[config.mk]
export PLATFORM = sky130hd
export DESIGN_NAME = hazard_controller_flat
export DESIGN_NICKNAME = d
export VERILOG_FILES = /design/src/rtl/hazard_controller_if.sv /design/src/rtl/hazard_controller.sv /design/src/flat_wrapper.sv
export SDC_FILE = /design/constraint.sdc
export NUM_CORES = 1
export LEC_CHECK = 0
export CORE_MARGIN = 1
export CORE_UTILIZATION = 40
export CTS_BUF_LIST = sky130_fd_sc_hd__clkbuf_16
export DETAILED_ROUTE_END_ITERATION = 6
export PLACE_DENSITY = 0.78
export SLEW_MARGIN = 20
export SYNTH_ARGS = -nofsm -noshare
export SYNTH_HDL_FRONTEND = slang
export SYNTH_SLANG_ARGS = --single-unit
[constraint.sdc]
create_clock -name clk -period 2.2 [get_ports clk]
set_clock_uncertainty 0.15 [all_clocks]
set_input_delay 0.22 -clock clk [delete_from_list [all_inputs] [get_ports clk]]
set_output_delay 0.22 -clock clk [all_outputs]
set_load 0.02 [all_outputs]
[src/rtl/hazard_controller_if.sv]
// hazard_controller_if: pipeline hazard bus between the ARM pipeline and hazard_controller
//   pipeline -> controller : ID sources/flags, EX tags/controls, MEM and WB writeback tags
//   controller -> pipeline : PC/IFID/IDEX enables and flushes, EX forwarding selects,
//                            busy_state and the two CNT_W-bit performance counters
interface hazard_controller_if #(
    parameter int CNT_W = 16
);
    logic             id_valid;
    logic [3:0]       id_rn;
    logic [3:0]       id_rm;
    logic             id_uses_rn;
    logic             id_uses_rm;
    logic             id_reads_flags;
    logic [3:0]       ex_rd;
    logic [3:0]       ex_rn;
    logic [3:0]       ex_rm;
    logic             ex_wb_en;
    logic             ex_is_load;
    logic             ex_sets_flags;
    logic             ex_branch_taken;
    logic [3:0]       mem_rd;
    logic             mem_wb_en;
    logic [3:0]       wb_rd;
    logic             wb_wb_en;
    logic             pc_en;
    logic             ifid_en;
    logic             idex_en;
    logic             ifid_flush;
    logic             idex_flush;
    logic [1:0]       fwd_a;
    logic [1:0]       fwd_b;
    logic             busy_state;
    logic [CNT_W-1:0] stall_cycles;
    logic [CNT_W-1:0] flush_events;

    modport master (
        output id_valid, id_rn, id_rm, id_uses_rn, id_uses_rm, id_reads_flags,
               ex_rd, ex_rn, ex_rm, ex_wb_en, ex_is_load, ex_sets_flags, ex_branch_taken,
               mem_rd, mem_wb_en, wb_rd, wb_wb_en,
        input  pc_en, ifid_en, idex_en, ifid_flush, idex_flush, fwd_a, fwd_b,
               busy_state, stall_cycles, flush_events
    );

    modport slave (
        input  id_valid, id_rn, id_rm, id_uses_rn, id_uses_rm, id_reads_flags,
               ex_rd, ex_rn, ex_rm, ex_wb_en, ex_is_load, ex_sets_flags, ex_branch_taken,
               mem_rd, mem_wb_en, wb_rd, wb_wb_en,
        output pc_en, ifid_en, idex_en, ifid_flush, idex_flush, fwd_a, fwd_b,
               busy_state, stall_cycles, flush_events
    );
endinterface

[src/rtl/hazard_controller.sv]
// hazard_controller: stall, flush and EX forwarding control for the 5-stage ARM pipeline
//   clk, reset : rising-edge clock, synchronous active-high reset
//   hz (slave) : hazard bus; pipeline tags/controls in, enables/flushes/forwarding,
//                busy_state and saturating stall/flush counters out
module hazard_controller #(
    parameter int FLUSH_CYCLES = 2,
    parameter int CNT_W        = 16
) (
    input logic               clk,
    input logic               reset,
    hazard_controller_if.slave hz
);
    localparam int FW = $clog2(FLUSH_CYCLES + 1);

    typedef enum logic {RUN, FLUSH} state_t;

    state_t           state_q, state_d;
    logic [FW-1:0]    flush_left_q, flush_left_d;
    logic [CNT_W-1:0] stall_cycles_q, stall_cycles_d;
    logic [CNT_W-1:0] flush_events_q, flush_events_d;
    logic             match_rn, match_rm, stall;

    assign match_rn = hz.id_valid && hz.id_uses_rn && hz.id_rn != 4'd15 && hz.ex_wb_en && hz.ex_rd == hz.id_rn;
    assign match_rm = hz.id_valid && hz.id_uses_rm && hz.id_rm != 4'd15 && hz.ex_wb_en && hz.ex_rd == hz.id_rm;
    assign stall    = ((match_rn || match_rm) && hz.ex_is_load) ||
                      (hz.id_valid && hz.id_reads_flags && hz.ex_sets_flags);

    always_ff @(posedge clk) begin
        if (reset) begin
            state_q        <= RUN;
            flush_left_q   <= '0;
            stall_cycles_q <= '0;
            flush_events_q <= '0;
        end else begin
            state_q        <= state_d;
            flush_left_q   <= flush_left_d;
            stall_cycles_q <= stall_cycles_d;
            flush_events_q <= flush_events_d;
        end
    end

    always_comb begin
        state_d        = state_q;
        flush_left_d   = flush_left_q;
        stall_cycles_d = stall_cycles_q;
        flush_events_d = flush_events_q;
        hz.pc_en       = 1'b1;
        hz.ifid_en     = 1'b1;
        hz.idex_en     = 1'b1;
        hz.ifid_flush  = 1'b0;
        hz.idex_flush  = 1'b0;
        if (reset) begin
            hz.pc_en      = 1'b0;
            hz.ifid_en    = 1'b0;
            hz.idex_en    = 1'b0;
            hz.ifid_flush = 1'b1;
            hz.idex_flush = 1'b1;
        end else if (hz.ex_branch_taken) begin
            hz.ifid_flush  = 1'b1;
            hz.idex_flush  = 1'b1;
            flush_events_d = (flush_events_q == '1) ? flush_events_q : flush_events_q + CNT_W'(1);
            if (FLUSH_CYCLES > 1) begin
                state_d      = FLUSH;
                flush_left_d = FW'(FLUSH_CYCLES - 1);
            end
        end else if (state_q == FLUSH) begin
            // ID holds a bubble here, so hazard detection is deliberately ignored
            hz.ifid_flush = 1'b1;
            flush_left_d  = flush_left_q - FW'(1);
            state_d       = (flush_left_q == FW'(1)) ? RUN : FLUSH;
        end else if (stall) begin
            // bubble into EX clears the match next cycle, so the stall self-terminates
            hz.pc_en       = 1'b0;
            hz.ifid_en     = 1'b0;
            hz.idex_flush  = 1'b1;
            stall_cycles_d = (stall_cycles_q == '1) ? stall_cycles_q : stall_cycles_q + CNT_W'(1);
        end
    end

    // MEM is the younger result, so it takes priority over WB
    assign hz.fwd_a = reset ? 2'b00 :
                      (hz.mem_wb_en && hz.mem_rd == hz.ex_rn && hz.ex_rn != 4'd15) ? 2'b01 :
                      (hz.wb_wb_en && hz.wb_rd == hz.ex_rn && hz.ex_rn != 4'd15) ? 2'b10 : 2'b00;
    assign hz.fwd_b = reset ? 2'b00 :
                      (hz.mem_wb_en && hz.mem_rd == hz.ex_rm && hz.ex_rm != 4'd15) ? 2'b01 :
                      (hz.wb_wb_en && hz.wb_rd == hz.ex_rm && hz.ex_rm != 4'd15) ? 2'b10 : 2'b00;

    assign hz.busy_state   = !reset && state_q == FLUSH;
    assign hz.stall_cycles = stall_cycles_q;
    assign hz.flush_events = flush_events_q;
endmodule
[src/flat_wrapper.sv]
// flat-port wrapper written by rule: the top's interface ports become plain ports
module hazard_controller_flat 
#(
    parameter int FLUSH_CYCLES = 2,
    parameter int CNT_W        = 16
)
  (clk, reset, hz_id_valid, hz_id_rn, hz_id_rm, hz_id_uses_rn, hz_id_uses_rm, hz_id_reads_flags, hz_ex_rd, hz_ex_rn, hz_ex_rm, hz_ex_wb_en, hz_ex_is_load, hz_ex_sets_flags, hz_ex_branch_taken, hz_mem_rd, hz_mem_wb_en, hz_wb_rd, hz_wb_wb_en, hz_pc_en, hz_ifid_en, hz_idex_en, hz_ifid_flush, hz_idex_flush, hz_fwd_a, hz_fwd_b, hz_busy_state, hz_stall_cycles, hz_flush_events);
  hazard_controller_if #(.CNT_W(CNT_W)) hz_i ();
  input logic clk;
  input logic reset;
  input wire logic [$bits(hz_i.id_valid)-1:0] hz_id_valid;
  input wire logic [$bits(hz_i.id_rn)-1:0] hz_id_rn;
  input wire logic [$bits(hz_i.id_rm)-1:0] hz_id_rm;
  input wire logic [$bits(hz_i.id_uses_rn)-1:0] hz_id_uses_rn;
  input wire logic [$bits(hz_i.id_uses_rm)-1:0] hz_id_uses_rm;
  input wire logic [$bits(hz_i.id_reads_flags)-1:0] hz_id_reads_flags;
  input wire logic [$bits(hz_i.ex_rd)-1:0] hz_ex_rd;
  input wire logic [$bits(hz_i.ex_rn)-1:0] hz_ex_rn;
  input wire logic [$bits(hz_i.ex_rm)-1:0] hz_ex_rm;
  input wire logic [$bits(hz_i.ex_wb_en)-1:0] hz_ex_wb_en;
  input wire logic [$bits(hz_i.ex_is_load)-1:0] hz_ex_is_load;
  input wire logic [$bits(hz_i.ex_sets_flags)-1:0] hz_ex_sets_flags;
  input wire logic [$bits(hz_i.ex_branch_taken)-1:0] hz_ex_branch_taken;
  input wire logic [$bits(hz_i.mem_rd)-1:0] hz_mem_rd;
  input wire logic [$bits(hz_i.mem_wb_en)-1:0] hz_mem_wb_en;
  input wire logic [$bits(hz_i.wb_rd)-1:0] hz_wb_rd;
  input wire logic [$bits(hz_i.wb_wb_en)-1:0] hz_wb_wb_en;
  output wire logic [$bits(hz_i.pc_en)-1:0] hz_pc_en;
  output wire logic [$bits(hz_i.ifid_en)-1:0] hz_ifid_en;
  output wire logic [$bits(hz_i.idex_en)-1:0] hz_idex_en;
  output wire logic [$bits(hz_i.ifid_flush)-1:0] hz_ifid_flush;
  output wire logic [$bits(hz_i.idex_flush)-1:0] hz_idex_flush;
  output wire logic [$bits(hz_i.fwd_a)-1:0] hz_fwd_a;
  output wire logic [$bits(hz_i.fwd_b)-1:0] hz_fwd_b;
  output wire logic [$bits(hz_i.busy_state)-1:0] hz_busy_state;
  output wire logic [$bits(hz_i.stall_cycles)-1:0] hz_stall_cycles;
  output wire logic [$bits(hz_i.flush_events)-1:0] hz_flush_events;
  assign hz_i.id_valid = hz_id_valid;
  assign hz_i.id_rn = hz_id_rn;
  assign hz_i.id_rm = hz_id_rm;
  assign hz_i.id_uses_rn = hz_id_uses_rn;
  assign hz_i.id_uses_rm = hz_id_uses_rm;
  assign hz_i.id_reads_flags = hz_id_reads_flags;
  assign hz_i.ex_rd = hz_ex_rd;
  assign hz_i.ex_rn = hz_ex_rn;
  assign hz_i.ex_rm = hz_ex_rm;
  assign hz_i.ex_wb_en = hz_ex_wb_en;
  assign hz_i.ex_is_load = hz_ex_is_load;
  assign hz_i.ex_sets_flags = hz_ex_sets_flags;
  assign hz_i.ex_branch_taken = hz_ex_branch_taken;
  assign hz_i.mem_rd = hz_mem_rd;
  assign hz_i.mem_wb_en = hz_mem_wb_en;
  assign hz_i.wb_rd = hz_wb_rd;
  assign hz_i.wb_wb_en = hz_wb_wb_en;
  assign hz_pc_en = hz_i.pc_en;
  assign hz_ifid_en = hz_i.ifid_en;
  assign hz_idex_en = hz_i.idex_en;
  assign hz_ifid_flush = hz_i.ifid_flush;
  assign hz_idex_flush = hz_i.idex_flush;
  assign hz_fwd_a = hz_i.fwd_a;
  assign hz_fwd_b = hz_i.fwd_b;
  assign hz_busy_state = hz_i.busy_state;
  assign hz_stall_cycles = hz_i.stall_cycles;
  assign hz_flush_events = hz_i.flush_events;
  hazard_controller #(.FLUSH_CYCLES(FLUSH_CYCLES), .CNT_W(CNT_W)) u_core (.clk(clk), .reset(reset), .hz(hz_i));
endmodule
==> flow_metrics.py <==
metrics = {
    "status": {
        "outcome": "complete, no violations",
    },
    "sta": {
        "setup_violating_endpoint_count_in_the_final_report": 0,
        "fin_setup_tns_ns": 0,
        "final-hold-violation-count": 0,
        "drv_slew": 0,
        "worst_pin_slew_ns": 0.318,
        "max_slew_margin_pct": 78.7,
        "min_period_ns": 2.11,
        "finalHoldWorstSlack_ns": 0.357,
        "fmax_mhz": 474,
        "period_share_pct": 95.9,
    },
    "finish": {
        "nFillCells": 391,
        "antenna-diode-count": 0,
        "sequential_cell_area_um2": 701,
        "final_layout_size_suffix_gt1_share_pct": 14.0,
        "number_of_non_filler_instances_in_the_completed_layout": 425,
        "area_of_combinational_cells_with_multiple_inputs_um2": 1320,
        "finish.utilization_pct": 68.6,
        "fin_nets": 401,
        "area_delta_synth_final_pct": 62.7,
    },
    "floorplan": {
        "floorplan.die_area_um2": 5330,
        "core_area_um2": 4790,
        "dieHeight_um": 73.0,
        "die_x_um": 73.0,
        "start_util_pct": 42.2,
        "design.portCount": 82,
        "row_cnt": 25,
    },
    "setup_path": {
        "critical-path-max-stage-delay_ns": 0.37,
        "crit_path_max_fanout": 6,
        "reg2reg_start": "u_core.state_q$_SDFF_PP0_",
        "crit_required_ns": 2.25,
        "critical_path.n_buffers_inverters": 2,
        "ff2ff_path_depth": 8,
        "critical_path.cell_chain": "nor2b_4 -> nand3_4 -> o41ai_4 -> buf_4 -> buf_4 -> o211ai_2 -> or3_1 -> a21oi_1",
        "cp-end-kind": "register",
        "cpMaxStageDelayCell": "sky130_fd_sc_hd__o41ai_4",
        "cp.arrival_ns": 2.16,
        "critPathKind": "register to register",
        "rrSetupSlack_ns": 0.09,
        "worst_setup_path_start_kind": "register",
        "reg2reg_end": "u_core.hz.stall_cycles[15]$_SDFFE_PP0P_",
        "crit_family": "compound AO/OA/AOI/OAI gates",
        "critPathMostFrequentCell": "sky130_fd_sc_hd__buf_4",
    },
    "hold_path": {
        "worstHoldStart": "u_core.hz.stall_cycles[13]$_SDFFE_PP0P_",
        "min_delay_worst_endpoint": "u_core.hz.stall_cycles[13]$_SDFFE_PP0P_",
        "hold-path-cell-count": 2,
        "worst_hold_path_type": "register to register",
    },
    "cts": {
        "cts_sinks": 35,
        "htree_levels": 2,
        "cts_made_buffers": 5,
        "ctsRootBufferMaster": "sky130_fd_sc_hd__clkbuf_16",
        "clock_path_buffers": 2,
        "cts.reportedPaths.clkPinSlew_ns": 0.05,
        "clk-insertion-delay-late_ns": 0.27,
        "cts_tree": "yes",
        "ctsHoldBuffers": 0,
    },
    "power_and_ir_drop": {
        "netSwitchingPower_mw": 0.352,
        "p_leak_nw": 1.28,
        "cell_internal_pwr_mw": 1.18,
        "netSwitchingFraction_pct": 22.9,
        "share_seq_of_total_power_pct": 42.4,
        "cellPowerDensity_nw_per_um2": 468,
        "ir_worst_vdd_v": 0.000438,
        "pwr-share-clk_pct": 41.5,
        "pwr-share-comb_pct": 16.1,
    },
    "logic_synthesis": {
        "synth-edff-count": 0,
        "most_area_hungry_cell_type_in_the_yosys_netlist": "sky130_fd_sc_hd__dfxtp_1",
        "synth_top_area_cells": "sky130_fd_sc_hd__dfxtp_1 35%, sky130_fd_sc_hd__xor2_1 9.1%, sky130_fd_sc_hd__nand3_1 6.0%",
        "synth_commonest_cells": "35 x sky130_fd_sc_hd__dfxtp_1, 27 x sky130_fd_sc_hd__nor2_1, 24 x sky130_fd_sc_hd__nand3_1",
        "sequential_cell_area_fraction_in_the_yosys_report_pct": 34.7,
        "synth_flop_cell": "sky130_fd_sc_hd__dfxtp_1",
        "synth.distinct_cells": 40,
        "netlist_area_um2": 2020,
        "synth_largest_type_area_fraction_pct": 34.7,
        "postSynthAreaPerCell_um2": 8.07,
        "synth_seq_cells": 35,
        "yosysMostFrequentCell": "sky130_fd_sc_hd__dfxtp_1",
        "yosysWarnings": 0,
        "ys_async_sr_fraction_pct": 0,
        "syn-instance-count": 250,
        "synth_fp_nets": 293,
    },
    "route": {
        "dr.pass1.iters": 4,
        "post-route-drc-count": 0,
        "routed_via_density": 5.25,
        "post_drt_wl_per_cell_um": 12.6,
        "via_count": 2232,
        "1st_iter_drt_viols": 64,
        "ant_nets": 0,
        "detail_route.wirelength_um": 5340,
    },
    "job": {
        "max_cap_violations": 0,
    },
    "placed_design": {
        "port-buffer-count": 81,
        "final_weighted_congestion_in_routability_driven_placement": 0.768,
        "placed_cells_incl_taps": 410,
        "dpl.hpwl_um": 3910,
    },
    "global_route": {
        "vias_in_the_first_global_route": 1886,
        "grt_usage_pct": 19.6,
        "grt_first_pass_wirelength_um": 8170,
        "maximum_number_of_pins_on_one_net_before_global_route_repair": 25,
        "gr-total-overflow": 0,
        "initial_antenna_violation_count": 0,
    },
}
-- cells by family after synthesis --
group	Yosys count	share of synthesized area [%]
xor gates and xnor gates	31	13.5
adders and majority gates	3	1.86
DFF	35	34.7
muxes	3	1.49
buffers and inverters	15	3.41
AOI/OAI and AO/OA	47	14.5
and+or+nand+nor	116	30.6
-- sequential cells by signal (all words and copies together) (netlist names) --
register and cells:
u_core.hz.flush_events 16, u_core.state_q 1, u_core.flush_left_q 2, u_core.hz.stall_cycles 16
-- power groups by stage --
stage | Clock [mW] | Combinational, mW | Sequential [mW]
after floorplan | 0 | 0.0967 | 0.670
after global placement | 0 | 0.239 | 0.663
after detailed placement | 0 | 0.243 | 0.664
after CTS | 0.657 | 0.246 | 0.651
after global routing | 0.692 | 0.266 | 0.652
final | 0.637 | 0.248 | 0.652
-- metal layers --
metal / track usage, % / part of all wire, % / vias up / routed length (um)
met2: 34.4 / 48 / 88 / 2560
met3: 5.80 / 7.8 / 2 / 417
met4: 4.79 / 0.24 / 0 / 13
met5: 0 / 0 / - / 0
met1: 23.3 / 44 / 1012 / 2350
li1: - / - / 1130 / -
-- how the worst max path moves through the flow --
stage	depth (start not counted)	to	from	slack, ns
2_1_floorplan	9	u_core.hz.stall_cycles[1]$_SDFFE_PP0P_	u_core.hz.stall_cycles[0]$_SDFFE_PP0P_	0.03
3_3_place_gp	8	hz_ifid_en	hz_ex_rd[2]	-0.31
3_5_place_dp	9	u_core.hz.stall_cycles[3]$_SDFFE_PP0P_	hz_ex_rd[2]	-0.41
4_1_cts	9	u_core.hz.stall_cycles[3]$_SDFFE_PP0P_	hz_id_rm[0]	-0.004
5_1_grt	8	u_core.hz.stall_cycles[15]$_SDFFE_PP0P_	u_core.state_q$_SDFF_PP0_	-0.0005
6_report	8	u_core.hz.stall_cycles[15]$_SDFFE_PP0P_	u_core.state_q$_SDFF_PP0_	0.09
-- cell usage in the layout, fill, tap and decap left out, types with 4 or more instances in the layout --
master                             n
sky130_fd_sc_hd__clkdlybuf4s50_1  64
sky130_fd_sc_hd__dfxtp_1          35
sky130_fd_sc_hd__nor2_1           26
sky130_fd_sc_hd__buf_4            26
sky130_fd_sc_hd__nand3_1          24
sky130_fd_sc_hd__xor2_1           21
sky130_fd_sc_hd__o21ai_0          16
sky130_fd_sc_hd__a21oi_1          16
sky130_fd_sc_hd__nand4_1          14
sky130_fd_sc_hd__nand2_1          13
sky130_fd_sc_hd__or3_1            13
sky130_fd_sc_hd__xnor2_1          10
sky130_fd_sc_hd__dlygate4sd2_1     9
sky130_fd_sc_hd__inv_1             5
sky130_fd_sc_hd__clkbuf_16         5
sky130_fd_sc_hd__dlymetal6s2s_1    5
sky130_fd_sc_hd__and3_1            4
sky130_fd_sc_hd__and4_1            4
-- worst min-delay path, cell delays in order, from the launching register on --
cell	delay, ns
sky130_fd_sc_hd__dfxtp_1	0.33
sky130_fd_sc_hd__o31ai_1	0.07
sky130_fd_sc_hd__a21oi_1	0.06
-- per-stage QoR --
| stage | area, um^2 | total power, mW | setup WS [ns] |
|---|---|---|---|
| after CTS | 3210 | 1.55 | -0.00389 |
| after global routing | 3280 | 1.61 | -0.000458 |
| final | 3280 | 1.54 | 0.0898 |
| after global placement | 3030 | 0.902 | -0.314 |
| after detailed placement | 3030 | 0.907 | -0.410 |
| after floorplan | 2020 | 0.767 | 0.0316 |
-- timing repair --
item / CTS / global route
gates resized for setup: 25 / 12
cloned: 1 / 0
setup buffers: 3 / 4
pin swaps: 11 / 8
endpoints found under the setup margin: 17 / 15
-- final cells by class --
| type | count | share of cell area [%] |
|---|---|---|
| clock inverter | 2 | 0.267 |
| tap | 67 | 2.55 |
| inverter | 5 | 0.572 |
| timing repair buffer | 110 | 31.4 |
| sequential | 35 | 21.3 |
| clock buffer | 5 | 3.81 |
| multi-input combinational | 201 | 40.1 |
Power figures use the tool's default switching activity.
